==> config.mk <==
export PLATFORM = sky130hd
export DESIGN_NAME = spike_rate_decoder
export DESIGN_NICKNAME = d
export VERILOG_FILES = /design/src/rtl/snn_pkg.sv /design/src/rtl/spike_counter_bank.sv /design/src/rtl/spike_rate_decoder.sv
export SDC_FILE = /design/constraint.sdc
export NUM_CORES = 1
export LEC_CHECK = 0
export ABC_AREA = 1
export BUFFER_PORTS_ARGS = -buffer_cell sky130_fd_sc_hd__buf_2
export CAP_MARGIN = 20
export CORE_AREA = 4 4 90 92
export CTS_CLUSTER_SIZE = 12
export DETAILED_ROUTE_END_ITERATION = 12
export DIE_AREA = 0 0 94 96
export GPL_ROUTABILITY_DRIVEN = 0
export MAX_ROUTING_LAYER = met4
export PLACE_DENSITY_LB_ADDON = 0.15
export SETUP_SLACK_MARGIN = 0.15
export SLEW_MARGIN = 20
export SYNTH_ARGS = -nofsm -noshare
export SYNTH_HDL_FRONTEND = slang
export SYNTH_SLANG_ARGS = --single-unit
==> constraint.sdc <==
create_clock -name clk -period 3.1 [get_ports clk]
set_input_delay 0.62 -clock clk [delete_from_list [all_inputs] [get_ports clk]]
set_output_delay 0.62 -clock clk [all_outputs]
set_load 0.01 [all_outputs]
==> src/rtl/snn_pkg.sv <==
// Shared SNN definitions: decoder FSM encoding and default network dimensions,
// also used by the network core and the SPI readback logic.
package snn_pkg;

    typedef enum logic [1:0] {
        StIdle   = 2'd0,
        StAccum  = 2'd1,
        StArgmax = 2'd2,
        StDone   = 2'd3
    } snn_state_e;

    localparam int unsigned SNN_NUM_CLASSES = 5;
    localparam int unsigned SNN_CNT_W       = 8;
    localparam int unsigned SNN_WINDOW_LEN  = 100;

endpackage

==> src/rtl/spike_counter_bank.sv <==
// Bank of saturating per-class spike counters with a synchronous clear, a per-class
// increment vector and a combinational indexed read port.
module spike_counter_bank #(
    parameter int unsigned NUM_CLASSES = 5,
    parameter int unsigned CNT_W       = 8,
    parameter int unsigned IDX_W       = 3
) (
    input  logic                   clk,
    input  logic                   reset,
    input  logic                   clear,
    input  logic                   inc_en,
    input  logic [NUM_CLASSES-1:0] inc,
    input  logic [IDX_W-1:0]       rd_idx,
    output logic [CNT_W-1:0]       rd_data
);

    localparam logic [CNT_W-1:0] CNT_MAX = '1;

    logic [CNT_W-1:0] cnt_q [NUM_CLASSES];

    always_ff @(posedge clk or negedge reset) begin
        if (!reset) begin
            for (int i = 0; i < NUM_CLASSES; i++) cnt_q[i] <= '0;
        end else begin
            for (int i = 0; i < NUM_CLASSES; i++) begin
                if (clear) begin
                    cnt_q[i] <= '0;
                end else if (inc_en && inc[i] && (cnt_q[i] != CNT_MAX)) begin
                    cnt_q[i] <= cnt_q[i] + 1'b1;
                end
            end
        end
    end

    always_comb begin
        rd_data = '0;
        for (int i = 0; i < NUM_CLASSES; i++) begin
            if (IDX_W'(i) == rd_idx) rd_data = cnt_q[i];
        end
    end

endmodule

==> src/rtl/spike_rate_decoder.sv <==
// Counts output-layer spikes per class over a fixed window, then scans the counters one
// class per cycle to pick the winner (ties go to the lowest index) and pulses out_valid.
module spike_rate_decoder
    import snn_pkg::*;
#(
    parameter int unsigned NUM_CLASSES = SNN_NUM_CLASSES,
    parameter int unsigned CNT_W       = SNN_CNT_W,
    parameter int unsigned WINDOW_LEN  = SNN_WINDOW_LEN,
    parameter int unsigned IDX_W       = 3
) (
    input  logic                   clk,
    input  logic                   reset,
    input  logic                   start,
    input  logic                   abort,
    input  logic                   spike_en,
    input  logic [NUM_CLASSES-1:0] spike_in,
    output logic                   busy,
    output logic                   out_valid,
    output logic [IDX_W-1:0]       class_id,
    output logic [CNT_W-1:0]       class_count,
    output logic                   no_spike
);

    localparam int unsigned WIN_W = $clog2(WINDOW_LEN + 1);

    snn_state_e       state_q, state_d;
    logic [WIN_W-1:0] win_q;
    logic [IDX_W-1:0] idx_q;
    logic [CNT_W-1:0] best_cnt_q, best_cnt_d;
    logic [IDX_W-1:0] best_idx_q, best_idx_d;
    logic [CNT_W-1:0] rd_data;
    logic             last_win, last_idx, accepted;

    assign last_win = (win_q == WIN_W'(WINDOW_LEN - 1));
    assign last_idx = (idx_q == IDX_W'(NUM_CLASSES - 1));
    assign accepted = (state_q == StIdle) && start && !abort;

    spike_counter_bank #(
        .NUM_CLASSES (NUM_CLASSES),
        .CNT_W       (CNT_W),
        .IDX_W       (IDX_W)
    ) u_bank (
        .clk     (clk),
        .reset   (reset),
        .clear   (accepted),
        .inc_en  ((state_q == StAccum) && spike_en && !abort),
        .inc     (spike_in),
        .rd_idx  (idx_q),
        .rd_data (rd_data)
    );

    always_ff @(posedge clk or negedge reset) begin
        if (!reset) state_q <= StIdle;
        else        state_q <= state_d;
    end

    always_comb begin
        state_d = state_q;
        unique case (state_q)
            StIdle:   if (start)    state_d = StAccum;
            StAccum:  if (last_win) state_d = StArgmax;
            StArgmax: if (last_idx) state_d = StDone;
            StDone:                 state_d = StIdle;
            default:                state_d = StIdle;
        endcase
        if (abort) state_d = StIdle;
    end

    always_comb begin
        busy      = (state_q == StAccum) || (state_q == StArgmax);
        out_valid = (state_q == StDone);
    end

    // Strict compare keeps the earliest index on ties.
    always_comb begin
        best_cnt_d = best_cnt_q;
        best_idx_d = best_idx_q;
        if (rd_data > best_cnt_q) begin
            best_cnt_d = rd_data;
            best_idx_d = idx_q;
        end
    end

    always_ff @(posedge clk or negedge reset) begin
        if (!reset) begin
            win_q       <= '0;
            idx_q       <= '0;
            best_cnt_q  <= '0;
            best_idx_q  <= '0;
            class_id    <= '0;
            class_count <= '0;
            no_spike    <= 1'b0;
        end else begin
            if (accepted) win_q <= '0;
            else if (state_q == StAccum) win_q <= win_q + 1'b1;

            if (state_q == StAccum) begin
                idx_q      <= '0;
                best_cnt_q <= '0;
                best_idx_q <= '0;
            end else if (state_q == StArgmax) begin
                idx_q      <= idx_q + 1'b1;
                best_cnt_q <= best_cnt_d;
                best_idx_q <= best_idx_d;
            end

            // Result lands on the edge into DONE so it is stable while out_valid is high.
            if ((state_q == StArgmax) && last_idx && !abort) begin
                class_id    <= best_idx_d;
                class_count <= best_cnt_d;
                no_spike    <= (best_cnt_d == '0);
            end
        end
    end

endmodule

# After elaboration in Yosys (flattened, before gate mapping)
# Cells that the tools add are included.
[word_totals] wordCells=97 in_bits=10 ff_bits=75
[op_classes] magnitude_cmp=1 n_addsub=7 mux=30 n_eq_ne=17 n_reduce_logical=29
[op_table] operator="$mux W8" n=18
[op_table] operator="$add A8 B1 Y8 const B" n=5
[op_table] operator="$ne A8 B8 Y1 const B" n=5
[op_table] operator="$logic_and A1 B1 Y1" n=16
[op_table] operator="$mux W3" n=5
[op_table] operator="$mux W7" n=2
[op_table] operator="$reduce_bool A2 Y1" n=7
[op_table] operator="$ne A3 B3 Y1 const B" n=3
[op_table] operator="$gt A8 B8 Y1" n=1
[op_table] operator="$logic_not A8 Y1" n=1
[op_table] operator="$mux W2" n=4
[op_table] operator="$pmux W2 S4" n=1
[op_table] operator="$add A7 B1 Y7 const B" n=1
[op_table] operator="$eq A7 B7 Y1 const B" n=1
[op_table] operator="$eq A2 B3 Y1 const A" n=2
[op_table] operator="$eq A2 B2 Y1 const B" n=2
[op_table] operator="$add A3 B1 Y3 const B" n=1
[op_table] operator="$eq A1 B3 Y1 const A" n=1
[op_table] operator="$eq A3 B3 Y1 const A" n=1
[op_table] operator="$eq A3 B3 Y1 const B" n=1
[op_table] operator="$logic_not A3 Y1" n=1
[op_table] operator="$reduce_and A3 Y1" n=1
[op_table] operator="$eq A2 B1 Y1 const B" n=1
[op_table] operator="$logic_not A2 Y1" n=1
[op_table] operator="other kinds (2)" n=2

# Logic depth before layout (Yosys ltp)
[logic_depth] ltp_word=10 ltp_mapped=27

# By module
# Synthesis repeated with hierarchy kept, for this count alone.
[unflattened] hier_cells=639 hier_area_um2=4719.5
[modules_own_cells] mod="spike_counter_bank" area_per_inst_um2=2783.9 n_inst=1 seq_area_each_um2=1001.0 cells_per_inst=411
[modules_own_cells] mod="spike_rate_decoder" area_per_inst_um2=1935.6 n_inst=1 seq_area_each_um2=875.8 cells_per_inst=228

# Worst setup path before layout
# No wires, ideal clock.
[synth_timing] path_kind="register to register" startpoint="register idx_q[0]" endpoint="register no_spike" arrival_time_ns=2.676 stages_incl_launch_ff=20 synth_period_minus_slack_ns=2.742 required_ns=3.034 path_buffers=2 setup_ns=0.066 slack_ns=0.358 cell_sequence="dfrtp_1 > ha_1 > ha_1 > inv_1 > clkbuf_1 > o21ai_0 > a21oi_1 > nor2_1 > ha_1 > a21o_1 > nor2_1 > nand2_1 > nand2_1 > buf_2 > nand2_1 > nand2_1 > nand2_1 > nor2_1 > nand3_1 > nand2_1"
[synth_via] elab_chain_cells=9 elab_cells_between_ends=16 cone_classes="order compare (1); eq/ne (5); mux (6); reduce/logical (4)"
[synth_lines] item="start, declared" line_no="spike_rate_decoder.sv:28" rtl="logic [IDX_W-1:0] idx_q;"
[synth_lines] item="start signal, assigned" line_no="spike_rate_decoder.sv:102" rtl="idx_q <= idx_q + 1'b1;"
[synth_lines] item="$logic_not A3 Y1" line_no="spike_counter_bank.sv:38" rtl="if (IDX_W'(i) == rd_idx) rd_data = cnt_q[i];"
[synth_lines] item="$mux W8 (5 in a row)" line_no="spike_counter_bank.sv:38"
[synth_lines] item="$gt A8 B8 Y1" line_no="spike_rate_decoder.sv:78" rtl="if (rd_data > best_cnt_q) begin"
[synth_lines] item="$mux W8" line_no="spike_rate_decoder.sv:78"
[synth_lines] item="$logic_not A8 Y1" line_no="spike_rate_decoder.sv:111" rtl="no_spike <= (best_cnt_d == '0);"
[synth_lines] item="end signal, assigned" line_no="spike_rate_decoder.sv:111"
[synth_lines] item="end, declared" line_no="spike_rate_decoder.sv:21" rtl="output logic no_spike"
# Several ways; a longest one is shown, not always the timed one.
# A chain may end at the register's enable or synchronous reset.

# Worst setup path after layout
# Same ends and word-level chain as after synthesis.

==> impl_results.rst <==
.. list-table::
   :header-rows: 1

   * - Metric
     - Value
   * - Status
     - finished, final reports clean
   * - Die H
     - 96 µm
   * - Half-perimeter wire length after detailed placement
     - 7010 µm
   * - Slew headroom
     - 0.372
   * - Leakage power
     - 2.58 nW
   * - Maximum number of pins on one net before global-route repair
     - 76
   * - Sequential cell area fraction in the yosys report
     - 0.434
   * - Clock sinks
     - 75
   * - Number of cell rows
     - 31
   * - Remaining number of nets flagged by the antenna check after routing
     - 0
   * - Average wire length per cell after detail routing
     - 14.1 µm
   * - Placed inst area
     - 4560 µm²
   * - Clock input transition at the sequential cells of the worst setup and hold paths
     - around 80 ps
   * - CP max FO
     - 8
   * - Beginning of the critical path
     - idx_q[0]
   * - Critical Path Sink Type
     - register
   * - Max-slew violation count
     - 0
   * - Achievable Freq
     - 343 MHz
   * - Source of the worst register-to-register timing path
     - idx_q[0]
   * - Proportion of layout cells with a drive suffix above 1
     - 0.196
   * - Flip-flop and latch count after synthesis
     - 75
   * - Worst Setup Start Kind
     - register
   * - Yosys warning total
     - 0
   * - Cell Area, Synth
     - 4330 µm²
   * - Number of instances in the synthesized netlist
     - 588
   * - Worst skew pair latency
     - 350 ps
   * - Number of nets in the synthesized netlist
     - roughly 620
   * - Area of the placeable core
     - ~7200 µm²
   * - Critical path required time
     - 3400 ps
   * - Fraction of synthesized cell area taken by the top area cell type
     - 0.434
   * - Final Cycle Share
     - 0.941
   * - Combined global-route utilization of all metal layers
     - 0.230
   * - Total die area
     - 9020 µm²
   * - Setup repair after global routing missed its margin
     - yes
   * - Clock root cell
     - sky130_fd_sc_hd__clkbuf_8
   * - Non-Filler Cell Area, Final
     - roughly 5100 µm²
   * - Number of I/O pins
     - 24
   * - Total Nets Final
     - 662
   * - Initial standard-cell utilization of the core
     - 0.600
   * - Total number of vias
     - between 3k and 4k
   * - Shortest period the worst path allows
     - 2920 ps
   * - Drc violations
     - 0
   * - Iteration count of the initial detailed-routing pass
     - 5
   * - EDFF count, synth
     - 0
   * - Maximum capacitance violations
     - 0
   * - Fin. Hold Viols
     - 0
   * - Number of endpoints failing setup at the final stage
     - 0
   * - Power Density
     - 1120 nW/µm²
   * - Clk buf depth
     - 2
   * - Tightest Hold Check Type
     - in -> async
   * - Avg Synthesized Cell Area
     - between 7 and 8 µm²
   * - Antenna violations before repair
     - 0
   * - Commonest register cell after synthesis
     - sky130_fd_sc_hd__dfrtp_1
   * - TritonCTS buffer count
     - 9
   * - Final Routed Wirelength
     - just over 10,000 µm
   * - I/O Buffers
     - 23
   * - Area growth syn-to-layout
     - 18.7%
   * - Worst ir drop on vdd
     - 0.000472 V
   * - Horiz. Die Dim
     - 94 µm
   * - Total power draw
     - 5.78 mW
   * - Clock skew after layout
     - 6.95 ps
   * - Antenna diode count
     - 0
   * - Kind of critical path
     - reg -> reg
   * - Share of synthesized flip-flops with an asynchronous set or reset
     - 1.00
   * - Starting DRC count in detailed routing
     - 207
   * - Final-layout fill cell count
     - 565
   * - Number of levels the H-tree was split into
     - 3
   * - Routed via count divided by cell count
     - 5.44
   * - Cell type contributing the most total cell area after synthesis
     - sky130_fd_sc_hd__dfrtp_1
   * - Pin slew with the least headroom to its limit
     - 941 ps
   * - Cell count after placement
     - 705
   * - Number of cells in the finished layout apart from fillers
     - 732
   * - Aggregate global routing overflow
     - 0
   * - Arrival @ worst endpoint
     - 3220 ps
   * - Commonest cells post-synth
     - sky130_fd_sc_hd__nand2_1, sky130_fd_sc_hd__inv_1, sky130_fd_sc_hd__dfrtp_1, sky130_fd_sc_hd__nor2_1, sky130_fd_sc_hd__o21ai_0
   * - Main area contributors after synthesis
     - sky130_fd_sc_hd__dfrtp_1, sky130_fd_sc_hd__nand2_1, sky130_fd_sc_hd__inv_1
   * - Most frequent cell after synthesis
     - sky130_fd_sc_hd__nand2_1
   * - Wire length of the first global-routing pass
     - around 16,000 µm
   * - Yosys cell types
     - 33
   * - Via count of the first global-routing pass
     - 3,621
   * - CTS tree
     - yes
## worst paths after layout
path / cells after the start / slack [ps] / to
max in group asynchronous: 1 / 2040 / idx_q[1]
hold reg to reg: 2 / 490 / no_spike
min in group clk: 2 / 460 / state_q[0]
hold / removal: 1 / 380 / u_bank.cnt_q[39]
setup / recovery: 19 / 180 / no_spike
setup reg to reg: 19 / 180 / no_spike
## power by group
group / leakage (nW) / internal (mW) / switching (mW)
logic: 1.46 / 1.38 / 2.12
clock network: 0.119 / 0.526 / 0.365
registers: 0.999 / 1.23 / 0.167
## layout by cell type (no fill, tap or decap), types with 4 or more instances in the layout
cell type	instances
sky130_fd_sc_hd__ha_1	17
sky130_fd_sc_hd__clkinv_1	4
sky130_fd_sc_hd__o21ai_0	44
sky130_fd_sc_hd__buf_4	17
sky130_fd_sc_hd__o22ai_1	11
sky130_fd_sc_hd__dfrtp_1	73
sky130_fd_sc_hd__a21oi_1	30
sky130_fd_sc_hd__a211oi_1	7
sky130_fd_sc_hd__inv_2	9
sky130_fd_sc_hd__nand2_2	20
sky130_fd_sc_hd__ha_4	5
sky130_fd_sc_hd__buf_2	22
sky130_fd_sc_hd__nand2_4	4
sky130_fd_sc_hd__nand3_1	25
sky130_fd_sc_hd__inv_1	88
sky130_fd_sc_hd__nand3_2	7
sky130_fd_sc_hd__o21ai_1	7
sky130_fd_sc_hd__nand2_1	119
sky130_fd_sc_hd__nor2_2	4
sky130_fd_sc_hd__nor3_1	18
sky130_fd_sc_hd__o21ai_2	5
sky130_fd_sc_hd__clkbuf_8	9
sky130_fd_sc_hd__a31oi_1	5
sky130_fd_sc_hd__nor2_1	49
## final cells by class
| cell class | count | area, µm² | area share |
|---|---|---|---|
| clock buffer | 9 | 124 | 0.0241 |
| clock inverter | 6 | 105 | 0.0205 |
| inverter | 104 | 398 | 0.0775 |
| sequential | 75 | 1880 | 0.366 |
| tap | 99 | 124 | 0.0241 |
| timing repair buffer | 40 | 249 | 0.0485 |
| timing repair inverter | 1 | 7.51 | 0.00146 |
| multi-input combinational | 398 | 2250 | 0.438 |
## registers in the layout, indices dropped and copies added, names as in the netlist
signal and cells:
idx_q 3, no_spike 1, win_q 7, class_id 3
u_bank.cnt_q 40, best_idx_q 3, best_cnt_q 8, class_count 8
state_q 2
## per-layer routing
| metal | track usage | share of wire | vias to the layer above |
|---|---|---|---|
| met5 | - | 0 | - |
| met4 | 0.102 | 0.024 | 0 |
| met3 | 0.0375 | 0.043 | 25 |
| met2 | 0.351 | 0.47 | 111 |
| met1 | 0.305 | 0.46 | 1862 |
| li1 | - | - | 1986 |
## per-stage QoR
step	hold slack (ps)	setup TNS [ps]	setup slack, ps	util
floorplan	324	0	358	-
detailed placement	471	0	88.3	0.632
global route	464	-14.7	-14.7	0.712
global placement	462	0	150	0.632
finish	376	0	183	0.712
CTS	454	0	145	0.664
## cells by family (layout without fill, tap and decap cells)
family          after synthesis  in the layout  synth area share
compound gates              117            117             0.148
xor+xnor                      1              1           0.00203
fa+ha+maj                    23             23            0.0665
buf+inv                     116            160             0.104
flops                        75             75             0.434
simple gates                256            257             0.245
## timing repair
| action | CTS | global route |
|---|---|---|
| setup endpoints to repair | 11 | 23 |
| gates resized for setup | 2 | 80 |
| setup buffers | 0 | 10 |
| hold buffers | 0 | 0 |
| pin swaps | 0 | 31 |
| cloned | 0 | 2 |
## worst max-delay path, cell delays in order, from the launching register on
cell                      delay (ps)
sky130_fd_sc_hd__dfrtp_2         470
sky130_fd_sc_hd__inv_4           120
sky130_fd_sc_hd__ha_4            140
sky130_fd_sc_hd__inv_2            40
sky130_fd_sc_hd__nor2_4          250
sky130_fd_sc_hd__nand3_2         130
sky130_fd_sc_hd__nand3_1         110
sky130_fd_sc_hd__a21oi_2          80
sky130_fd_sc_hd__nor2_2          140
sky130_fd_sc_hd__ha_1            270
sky130_fd_sc_hd__a21o_1          180
sky130_fd_sc_hd__nor2_2          190
sky130_fd_sc_hd__nand2_2         130
sky130_fd_sc_hd__nand2_4         110
sky130_fd_sc_hd__nand2_1          80
sky130_fd_sc_hd__o21ai_2          90
sky130_fd_sc_hd__nand2_1          80
sky130_fd_sc_hd__nor2_1          100
sky130_fd_sc_hd__nand3_1          80
sky130_fd_sc_hd__nand2_1          70
Power figures use the tool's default switching activity.
